`config.mk`:
```
export PLATFORM = sky130hd
export DESIGN_NAME = mem_sys_initiator_flat
export DESIGN_NICKNAME = d
export VERILOG_FILES = /design/src/rtl/mem_sys_pkg.sv /design/src/rtl/mem_sys_if.sv /design/src/rtl/mem_pattern_gen.sv /design/src/rtl/mem_sys_initiator.sv /design/src/flat_wrapper.sv
export SDC_FILE = /design/constraint.sdc
export NUM_CORES = 1
export LEC_CHECK = 0
export CORE_ASPECT_RATIO = 1.5
export CORE_MARGIN = 2
export CORE_UTILIZATION = 55
export DETAILED_ROUTE_END_ITERATION = 6
export PLACE_DENSITY_LB_ADDON = 0.12
export REMOVE_ABC_BUFFERS = 1
export SLEW_MARGIN = 10
export SYNTH_ARGS = -nofsm -noshare
export SYNTH_HDL_FRONTEND = slang
export SYNTH_SLANG_ARGS = --single-unit
```
`constraint.sdc`:
```
create_clock -name clk -period 5.8 [get_ports clk]
set_input_delay 1.16 -clock clk [delete_from_list [all_inputs] [get_ports clk]]
set_output_delay 1.16 -clock clk [all_outputs]
set_load 0.01 [all_outputs]
```
`src/rtl/mem_sys_pkg.sv`:
```
// Shared types and default sizing for the system-side memory initiator.
package mem_sys_pkg;

  localparam int AW_DEF      = 8;
  localparam int DW_DEF      = 8;
  localparam int TIMEOUT_DEF = 64;

  typedef enum logic [1:0] {
    IDLE,
    WR,
    RD,
    DONE
  } state_e;

  // MODE_RSVD behaves exactly like MODE_WRITE_ONLY.
  typedef enum logic [1:0] {
    MODE_WRITE_ONLY      = 2'd0,
    MODE_READ_CHECK      = 2'd1,
    MODE_WRITE_THEN_READ = 2'd2,
    MODE_RSVD            = 2'd3
  } mode_e;

endpackage

```
`src/rtl/mem_sys_if.sv`:
```
// Single-beat command bus between the system initiator (master) and the memory controller (slave).
interface mem_sys_if #(
  parameter int AW = mem_sys_pkg::AW_DEF,
  parameter int DW = mem_sys_pkg::DW_DEF
) ();

  logic          we_sys;
  logic          cmd_valid_sys;
  logic [AW-1:0] addr_sys;
  logic [DW-1:0] wdata_sys;
  logic          ready_sys;
  logic [DW-1:0] rdata_sys;

  modport master (
    output we_sys, cmd_valid_sys, addr_sys, wdata_sys,
    input  ready_sys, rdata_sys
  );

  modport slave (
    input  we_sys, cmd_valid_sys, addr_sys, wdata_sys,
    output ready_sys, rdata_sys
  );

endinterface

```
`src/rtl/mem_pattern_gen.sv`:
```
// Combinational burst pattern: data = (addr ^ seed) + beat_idx, all mod 2^DW.
module mem_pattern_gen
  import mem_sys_pkg::*;
#(
  parameter int AW = AW_DEF,
  parameter int DW = DW_DEF
) (
  input  logic [AW-1:0] addr,
  input  logic [AW:0]   beat_idx,
  input  logic [DW-1:0] seed,
  output logic [DW-1:0] data
);

  logic [DW-1:0] addr_d;
  logic [DW-1:0] idx_d;

  assign addr_d = DW'(addr);
  assign idx_d  = DW'(beat_idx);
  assign data   = (addr_d ^ seed) + idx_d;

endmodule

```
`src/rtl/mem_sys_initiator.sv`:
```
// Self-test initiator: runs a programmed write/read burst against the memory controller,
// checks read data against the pattern and aborts on a stalled controller.
module mem_sys_initiator
  import mem_sys_pkg::*;
#(
  parameter int AW          = AW_DEF,
  parameter int DW          = DW_DEF,
  parameter int TIMEOUT_CYC = TIMEOUT_DEF
) (
  input  logic          clk,
  input  logic          reset,
  input  logic          start,
  input  logic [1:0]    mode,
  input  logic [AW-1:0] base_addr,
  input  logic [AW:0]   length,
  input  logic [DW-1:0] seed,
  mem_sys_if.master     bus,
  output logic          busy,
  output logic          done,
  output logic [AW:0]   err_cnt,
  output logic [AW-1:0] first_err_addr,
  output logic          timeout
);

  localparam int                WCW       = $clog2(TIMEOUT_CYC + 1);
  localparam logic [WCW-1:0]    WAIT_LAST = WCW'(TIMEOUT_CYC - 1);
  localparam logic [WCW-1:0]    W_ONE     = WCW'(1);
  localparam logic [AW:0]       B_ONE     = (AW+1)'(1);

  state_e        state;
  logic          wr_then_rd;
  logic [AW-1:0] base_q;
  logic [AW:0]   len_q;
  logic [DW-1:0] seed_q;
  logic [AW:0]   beat_idx;
  logic [WCW-1:0] wait_cnt;

  logic          cmd_valid_q;
  logic          we_q;
  logic [AW-1:0] addr_q;
  logic [DW-1:0] wdata_q;

  logic [AW-1:0] cur_addr;
  logic [DW-1:0] exp_data;
  logic          last_beat;
  logic          rd_err;

  assign bus.cmd_valid_sys = cmd_valid_q;
  assign bus.we_sys        = we_q;
  assign bus.addr_sys      = addr_q;
  assign bus.wdata_sys     = wdata_q;

  // beat_idx is stable for the whole beat, so the same pattern output serves
  // both the write data at issue time and the read compare at completion.
  assign cur_addr  = base_q + beat_idx[AW-1:0];
  assign last_beat = (beat_idx + B_ONE) == len_q;
  assign rd_err    = (bus.rdata_sys != exp_data);

  mem_pattern_gen #(.AW(AW), .DW(DW)) u_pat (
    .addr     (cur_addr),
    .beat_idx (beat_idx),
    .seed     (seed_q),
    .data     (exp_data)
  );

  always_ff @(posedge clk or posedge reset) begin
    if (reset) begin
      state          <= IDLE;
      wr_then_rd     <= 1'b0;
      base_q         <= '0;
      len_q          <= '0;
      seed_q         <= '0;
      beat_idx       <= '0;
      wait_cnt       <= '0;
      cmd_valid_q    <= 1'b0;
      we_q           <= 1'b0;
      addr_q         <= '0;
      wdata_q        <= '0;
      busy           <= 1'b0;
      done           <= 1'b0;
      err_cnt        <= '0;
      first_err_addr <= '0;
      timeout        <= 1'b0;
    end else begin
      done <= 1'b0;
      case (state)
        IDLE: begin
          if (start) begin
            base_q         <= base_addr;
            len_q          <= length;
            seed_q         <= seed;
            wr_then_rd     <= (mode_e'(mode) == MODE_WRITE_THEN_READ);
            beat_idx       <= '0;
            wait_cnt       <= '0;
            err_cnt        <= '0;
            first_err_addr <= '0;
            timeout        <= 1'b0;
            if (length == '0) begin
              state <= DONE;
              done  <= 1'b1;
            end else begin
              state <= (mode_e'(mode) == MODE_READ_CHECK) ? RD : WR;
              busy  <= 1'b1;
            end
          end
        end

        WR, RD: begin
          if (!cmd_valid_q) begin
            // Gap cycle after each completed beat: present the next command.
            cmd_valid_q <= 1'b1;
            we_q        <= (state == WR);
            addr_q      <= cur_addr;
            wdata_q     <= (state == WR) ? exp_data : '0;
            wait_cnt    <= '0;
          end else if (bus.ready_sys) begin
            cmd_valid_q <= 1'b0;
            if (state == RD && rd_err) begin
              if (err_cnt == '0)
                first_err_addr <= addr_q;
              if (err_cnt != '1)
                err_cnt <= err_cnt + B_ONE;
            end
            if (last_beat) begin
              if (state == WR && wr_then_rd) begin
                state    <= RD;
                beat_idx <= '0;
              end else begin
                state <= DONE;
                busy  <= 1'b0;
                done  <= 1'b1;
              end
            end else begin
              beat_idx <= beat_idx + B_ONE;
            end
          end else if (wait_cnt == WAIT_LAST) begin
            cmd_valid_q <= 1'b0;
            timeout     <= 1'b1;
            state       <= DONE;
            busy        <= 1'b0;
            done        <= 1'b1;
          end else begin
            wait_cnt <= wait_cnt + W_ONE;
          end
        end

        DONE:    state <= IDLE;
        default: state <= IDLE;
      endcase
    end
  end

endmodule

```
`src/flat_wrapper.sv`:
```
// flat-port wrapper written by rule: the top's interface ports become plain ports
module mem_sys_initiator_flat import mem_sys_pkg::*;
#(
  parameter int AW          = AW_DEF,
  parameter int DW          = DW_DEF,
  parameter int TIMEOUT_CYC = TIMEOUT_DEF
)
  (clk, reset, start, mode, base_addr, length, seed, busy, done, err_cnt, first_err_addr, timeout, bus_we_sys, bus_cmd_valid_sys, bus_addr_sys, bus_wdata_sys, bus_ready_sys, bus_rdata_sys);
  mem_sys_if #(.AW(AW), .DW(DW)) bus_i ();
  input  logic clk;
  input  logic reset;
  input  logic start;
  input  logic [1:0] mode;
  input  logic [AW-1:0] base_addr;
  input  logic [AW:0] length;
  input  logic [DW-1:0] seed;
  output logic busy;
  output logic done;
  output logic [AW:0] err_cnt;
  output logic [AW-1:0] first_err_addr;
  output logic timeout;
  output wire logic [$bits(bus_i.we_sys)-1:0] bus_we_sys;
  output wire logic [$bits(bus_i.cmd_valid_sys)-1:0] bus_cmd_valid_sys;
  output wire logic [$bits(bus_i.addr_sys)-1:0] bus_addr_sys;
  output wire logic [$bits(bus_i.wdata_sys)-1:0] bus_wdata_sys;
  input wire logic [$bits(bus_i.ready_sys)-1:0] bus_ready_sys;
  input wire logic [$bits(bus_i.rdata_sys)-1:0] bus_rdata_sys;
  assign bus_we_sys = bus_i.we_sys;
  assign bus_cmd_valid_sys = bus_i.cmd_valid_sys;
  assign bus_addr_sys = bus_i.addr_sys;
  assign bus_wdata_sys = bus_i.wdata_sys;
  assign bus_i.ready_sys = bus_ready_sys;
  assign bus_i.rdata_sys = bus_rdata_sys;
  mem_sys_initiator #(.AW(AW), .DW(DW), .TIMEOUT_CYC(TIMEOUT_CYC)) u_core (.clk(clk), .reset(reset), .start(start), .mode(mode), .base_addr(base_addr), .length(length), .seed(seed), .bus(bus_i), .busy(busy), .done(done), .err_cnt(err_cnt), .first_err_addr(first_err_addr), .timeout(timeout));
endmodule
```
==> impl_metrics.env, run 1 <==
export IMPL_clkLatencyLatePin_ps=350
export IMPL_antenna_found_initial=0
export IMPL_grt_pass1_vias=4097
export IMPL_cts_sinks=82
export IMPL_rsz0062_at_grt="no"
export IMPL_ys_types=65
export IMPL_finalCritPeriodShare_pct=85.5
export IMPL_clk_pin_slew_ps=60
export IMPL_clkPwrFrac_pct=15.4
export IMPL_dp_slack_ps=1050
export IMPL_cts_max_level=3
export IMPL_synth_yosys_seq_area_share_pct=41.1
export IMPL_overflow=0
export IMPL_worst_slack_ps=838
export IMPL_maxSlewHeadroom_pct=22.5
export IMPL_hp_class="register to register"
export IMPL_drt_iter0_markers=235
export IMPL_coreArea_mm2=0.00883
export IMPL_drv_cap=0
export IMPL_cp_required_ps=6030
export IMPL_ant_nets=0
export IMPL_synthCells=522
export IMPL_p_leak_uw=0.00260
export IMPL_syn_area_per_cell_um2=9.56
export IMPL_fin_cells=708
export IMPL_cts_buffers=9
export IMPL_cts_buffer_depth=2
export IMPL_die_area_mm2=0.00986
export IMPL_grt_max_degree=61
export IMPL_ioPinCount=77
export IMPL_drtPass1Iterations=4
export IMPL_maxSlewViolCount=0
export IMPL_crit_path_end_kind="register"
export IMPL_p_switching_uw=1650
export IMPL_routed_wl_um=11900
export IMPL_viasPerCell=5.92
export IMPL_nets=657
export IMPL_num_vias=4191
export IMPL_dpl_hpwl_um=8850
export IMPL_ctsRootBufferMaster="clkbuf_16"
export IMPL_fmax_mhz=202
export IMPL_finalHoldViolCount=0
export IMPL_post_cts_buffers=0
export IMPL_wire_per_inst_um=16.8
export IMPL_crit_type="register to register"
export IMPL_synthToLayoutAreaGrowth_pct=23.0
export IMPL_grt_usage_pct=25.5
export IMPL_cts_resized=0
export IMPL_initial_core_util_pct=56.5
export IMPL_combPwrFrac_pct=58.1
export IMPL_synth_ff_type="dfrtp_1"
export IMPL_die_w_um=81.8
export IMPL_cts_tree="done"
export IMPL_final_cell_area_mm2=0.00613
export IMPL_p_sw_share_pct=43.4
export IMPL_grt_pass1_wl_um=19200
export IMPL_dp_cells=692
export IMPL_finalCriticalPeriod_ps=4960
export IMPL_tightest_slew_ps=1160
export IMPL_path_max_fanout=9
export IMPL_syn_area_mm2=0.00499
export IMPL_start_kind="register"
export IMPL_worstPathArrival_ps=5190
export IMPL_tns_ps=0
export IMPL_port_buffer_count=76
export IMPL_gp_congestion=0.876
export IMPL_postCtsHoldBufs=0
export IMPL_ys_async_sr_fraction_pct=100
export IMPL_synth_edf_count=0
export IMPL_antennaDiodeCount=0
export IMPL_pwr_share_seq_pct=26.5
export IMPL_drcViolationCount=0
export IMPL_synth_yosys_warnings=0
export IMPL_n_fill_cell=731
export IMPL_drive_gt1_share_pct=10.0
export IMPL_hold_slack_ps=479
export IMPL_ys_ff_latch=82
export IMPL_setup_violations_final=0
export IMPL_peakVddDrop_mv=0.372
export IMPL_p_int_uw=2150
export IMPL_powerDensity_mw_per_mm2=618
export IMPL_rows=42
export IMPL_die_h_um=121
export IMPL_status="finished, final reports clean"
export IMPL_finalClockSkew_ps=6.58
export IMPL_postPlaceCellArea_mm2=0.00583
## worst paths after layout
kind / from / end / slack [ps] / cells past startpoint
max: u_core.beat_idx[0] / u_core.err_cnt[1] / 840 / 16
min reg2reg: u_core.bus.we_sys / u_core.bus.we_sys / 480 / 2
min: u_core.bus.we_sys / u_core.bus.we_sys / 480 / 2
max in group asynchronous: reset / u_core.err_cnt[3] / 3570 / 3
max reg2reg: u_core.beat_idx[0] / u_core.err_cnt[1] / 840 / 16
min in group asynchronous: reset / u_core.timeout / 1110 / 2
## critical path: stages, from the launching register on
cell       delay [ps]
dfrtp_1           480
ha_1              300
fa_1              470
a21o_1            190
a21oi_1           220
o21bai_1           90
a21oi_1           190
xor2_1            230
xnor2_1            90
ha_1              360
xnor2_1           310
o32ai_1           130
nor4_1            370
o2111ai_1         210
nor4_1            520
a21oi_1           330
a32o_1            340
## power groups by stage
stage / clock network (uW) / registers (uW) / logic (uW)
2_1_floorplan: 0 / 1010 / 1470
3_3_place_gp: 0 / 1000 / 2120
3_5_place_dp: 0 / 1010 / 2180
4_1_cts: 593 / 1000 / 2200
5_1_grt: 617 / 1030 / 2430
6_report: 586 / 1000 / 2200
## synth_stat cells (3+ instances only)
cell	instances	area (um^2)
dfrtp_1	82	2050
nand2_1	51	191
o21ai_0	39	195
nor2_1	32	120
inv_1	30	113
mux2_2	27	304
xnor2_1	24	210
ha_1	23	288
a21oi_1	20	100
nand3_1	18	90.1
xor2_1	17	149
mux2i_1	11	110
o31ai_1	11	82.6
clkbuf_1	10	37.5
nand2b_1	10	62.6
o211ai_1	10	75.1
nor4_1	8	50.1
buf_2	7	35.0
nand4_1	7	43.8
nor3_1	6	30.0
or4_1	6	45.0
a21o_1	4	30.0
and3_1	4	25.0
a211oi_1	3	22.5
a31oi_1	3	18.8
and2_1	3	18.8
nor2b_1	3	18.8
nor3b_1	3	22.5
o2111ai_1	3	26.3
o21bai_1	3	22.5
## state kept, by name, indices dropped and copies added (netlist names)
register                  cells
u_core.seed_q                 8
u_core.wr_then_rd             1
u_core.state                  2
u_core.base_q                 8
u_core.bus.wdata_sys          8
u_core.len_q                  9
u_core.first_err_addr         8
u_core.err_cnt                9
u_core.done                   1
u_core.busy                   1
u_core.timeout                1
u_core.bus.cmd_valid_sys      1
u_core.bus.we_sys             1
u_core.beat_idx               9
u_core.wait_cnt               7
u_core.bus.addr_sys           8
## cells in the final DEF, fill, tap and decap left out, drive strengths merged, types with 4 or more instances in the layout
cell type	count
nand3	19
a21oi	21
nor3	6
nand2b	10
mux2	27
a31oi	4
nor2	32
ha	23
o211ai	10
or4	6
o21ai	40
clkinv	4
a21o	4
nand4	8
mux2i	11
nand2	51
dfrtp	82
xor2	17
clkbuf	11
clkdlybuf4s50	76
inv	29
and3	4
nor4	8
buf	5
o31ai	11
xnor2	24
## routing by layer
layer / up-vias / track usage (%) / share of wire, %
met2: 105 / 44.2 / 53
met1: 2046 / 30.0 / 40
met5: - / 0 / 0
met4: 0 / 13.3 / 3.7
li1: 2012 / - / -
met3: 28 / 3.21 / 3.4
## cell type report
class	count	area [um^2]	area share, %
Tap cell	110	138	2.24
Sequential cell	82	2050	33.4
Clock buffer	11	253	4.12
Inverter	30	114	1.86
Multi-Input combinational cell	389	2730	44.5
Clock inverter	5	52.6	0.857
Timing Repair Buffer	81	798	13.0
## through the flow
stage	util (%)	power (uW)
finish	69.5	3790
CTS	69.5	3800
global placement	66.0	3120
global route	69.5	4080
detailed placement	66.0	3200
floorplan	-	2480
## kinds of logic (layout without fill, tap and decap cells)
group | Yosys count | after routing | synth area share, %
buf+inv | 51 | 127 | 4.19
simple gates | 169 | 169 | 17.5
mux | 38 | 38 | 8.30
fa+ha+maj | 25 | 25 | 6.57
xor+xnor | 41 | 41 | 7.20
compound gates | 116 | 116 | 15.1
flops | 82 | 82 | 41.1
(Power assumes the default switching activity.)
==> run 2: changes to the inputs <==
- CORE_UTILIZATION: 55 -> 49
- clock period: 5.8 -> 4.3 ns (I/O delays scaled with it)
==> run 2 against run 1 <==
Effect of this change:
- setup slack got worse by 650 ps
- power grew 43%
- via count grew 0.48%
- clock power is 41% higher
- final area is 4.3% higher
- largest power group unchanged
==> impl_metrics.env, run 2 (synthesis gave the netlist of run 1 again) <==
export IMPL_status="finished, final reports clean"
export IMPL_power_uw=5410
export IMPL_hold_start="u_core.bus.wdata_sys[0]"
export IMPL_setup_violations_final=0
export IMPL_cts_sinks=82
export IMPL_gp_congestion=0.897
export IMPL_hp_class="register to register"
export IMPL_coreArea_mm2=0.0100
export IMPL_ctsRootBufferMaster="clkbuf_16"
export IMPL_clk_pin_slew_ps=60
export IMPL_routed_wl_um=12200
export IMPL_powerDensity_mw_per_mm2=845
export IMPL_ff2ff_setup_slack_ps=190
export IMPL_max_stage_delay_ps=590
export IMPL_p_leak_uw=0.00273
export IMPL_r2r_cells=17
export IMPL_grt_pass1_vias=4133
export IMPL_worstPathCellList="ha_2, fa_2, a21o_1, a21oi_2, o21bai_1, a21oi_2, xor2_1, xnor2_1, ha_1, xnor2_2, nor2b_1, nor4_1, o2111ai_1, or4_4, buf_6, o21ai_0, o211ai_1"
export IMPL_cts_buffer_depth=2
export IMPL_r2r_end="u_core.err_cnt[4]"
export IMPL_path_max_fanout=7
export IMPL_clkLatencyLatePin_ps=340
export IMPL_final_common_cell="dfrtp_1"
export IMPL_finalClockSkew_ps=6.90
export IMPL_slowest_stage="or4_4"
export IMPL_synthToLayoutAreaGrowth_pct=28.2
export IMPL_antennaDiodeCount=0
export IMPL_antenna_found_initial=0
export IMPL_finalHoldViolCount=0
export IMPL_fin_cells=737
export IMPL_grt_pass1_wl_um=19700
export IMPL_drtPass1Iterations=4
export IMPL_holdPathEnd="u_core.bus.wdata_sys[0]"
export IMPL_overflow=0
export IMPL_final_cell_area_mm2=0.00640
export IMPL_ant_nets=0
export IMPL_drv_cap=0
export IMPL_rows=45
export IMPL_tns_ps=0
export IMPL_maxSlewViolCount=0
export IMPL_fmax_mhz=243
export IMPL_drive_gt1_share_pct=15.0
export IMPL_start_kind="register"
export IMPL_tightest_slew_ps=1150
export IMPL_final_cell_mix="dfrtp_1 (82), clkdlybuf4s50_1 (76), nand2_1 (51)"
export IMPL_crit_path_end_kind="register"
export IMPL_worstPathArrival_ps=4320
export IMPL_finalCriticalPeriod_ps=4110
export IMPL_cts_tree="done"
export IMPL_die_w_um=86.4
export IMPL_crit_top_cell="a21oi_2"
export IMPL_cp_required_ps=4510
export IMPL_postCtsHoldBufs=0
export IMPL_dp_cells=718
export IMPL_top_regs="u_core.beat_idx: 9 flops, u_core.err_cnt: 9 flops, u_core.len_q: 9 flops"
export IMPL_die_area_mm2=0.0110
export IMPL_peakVddDrop_mv=0.415
export IMPL_initial_core_util_pct=49.8
export IMPL_postPlaceCellArea_mm2=0.00599
export IMPL_grt_usage_pct=22.7
export IMPL_cts_buffers=9
export IMPL_viasPerCell=5.71
export IMPL_finalCritPeriodShare_pct=95.5
export IMPL_maxSlewHeadroom_pct=23.1
export IMPL_nets=679
export IMPL_drcViolationCount=0
export IMPL_port_buffer_count=76
export IMPL_grt_max_degree=37
export IMPL_num_vias=4211
export IMPL_ioPinCount=77
export IMPL_r2r_start="u_core.base_q[0]"
export IMPL_crit_type="register to register"
export IMPL_cts_max_level=3
export IMPL_drt_iter0_markers=254
export IMPL_dpl_hpwl_um=9160
export IMPL_die_h_um=128
export IMPL_wire_per_inst_um=16.5
export IMPL_whs_path_depth=2
run 2: cell count changes in the layout (fill, tap and decap cells not counted), sizes merged:
cell    change
buf        +22
bufinv      +1
clkbuf      -2
inv         +1
run 2: final cells by class:
class	instances	area (um^2)
Sequential cell	82	2050
Clock buffer	9	225
Clock inverter	7	91.3
Timing Repair Buffer	103	980
Inverter	30	114
Tap cell	117	146
Multi-Input combinational cell	389	2790
Fill cell	839	3620
run 2: worst max path at each step:
stage / from / to / slack, ps / cells past startpoint
2_1_floorplan: u_core.beat_idx[0] / u_core.err_cnt[0] / -10 / 16
3_3_place_gp: u_core.beat_idx[0] / u_core.err_cnt[6] / 60 / 17
3_5_place_dp: u_core.beat_idx[0] / u_core.err_cnt[5] / -70 / 17
4_1_cts: u_core.beat_idx[0] / u_core.err_cnt[5] / 0.9 / 17
5_1_grt: u_core.base_q[0] / u_core.err_cnt[5] / -30 / 17
6_report: u_core.base_q[0] / u_core.err_cnt[4] / 190 / 17
run 2: through the flow:
stage	hold slack (ps)	utilization, %	setup slack [ps]
2_1_floorplan	459	-	-13.1
3_3_place_gp	464	59.8	61.8
3_5_place_dp	473	59.8	-65.9
4_1_cts	487	63.0	0.938
5_1_grt	502	63.8	-32.1
6_report	482	63.8	192
run 2: power breakdown:
| group | internal, uW | leakage (uW) | switching (uW) | total [uW] |
|---|---|---|---|---|
| Sequential | 1080 | 0.00103 | 255 | 1340 |
| Clock | 507 | 0.000156 | 317 | 824 |
| Combinational | 1520 | 0.00154 | 1730 | 3250 |
run 2: worst max-delay path, delay by kind of cell, from the launching register on:
kind            cells  cell delay (ps)
xor+xnor            3              500
simple gates        3              980
compound gates      7             1090
fa+ha+maj           3              880
flops               1              380
buf+inv             1              150
run 2: repair_timing:
item | 4_1_cts | 5_1_grt
buffers inserted | 0 | 3
pin swaps | 2 | 17
hold endpoints to repair | 0 | 0
resized for setup | 1 | 14
endpoints found under the setup margin | 8 | 17
run 2: layer usage:
metal,vias up,track usage (%),share of wire (%)
li1,2055,-,-
met1,2037,27.2,41
met2,98,39.9,54
met3,21,3.62,3.0
met4,0,9.65,2.4
met5,-,0,0
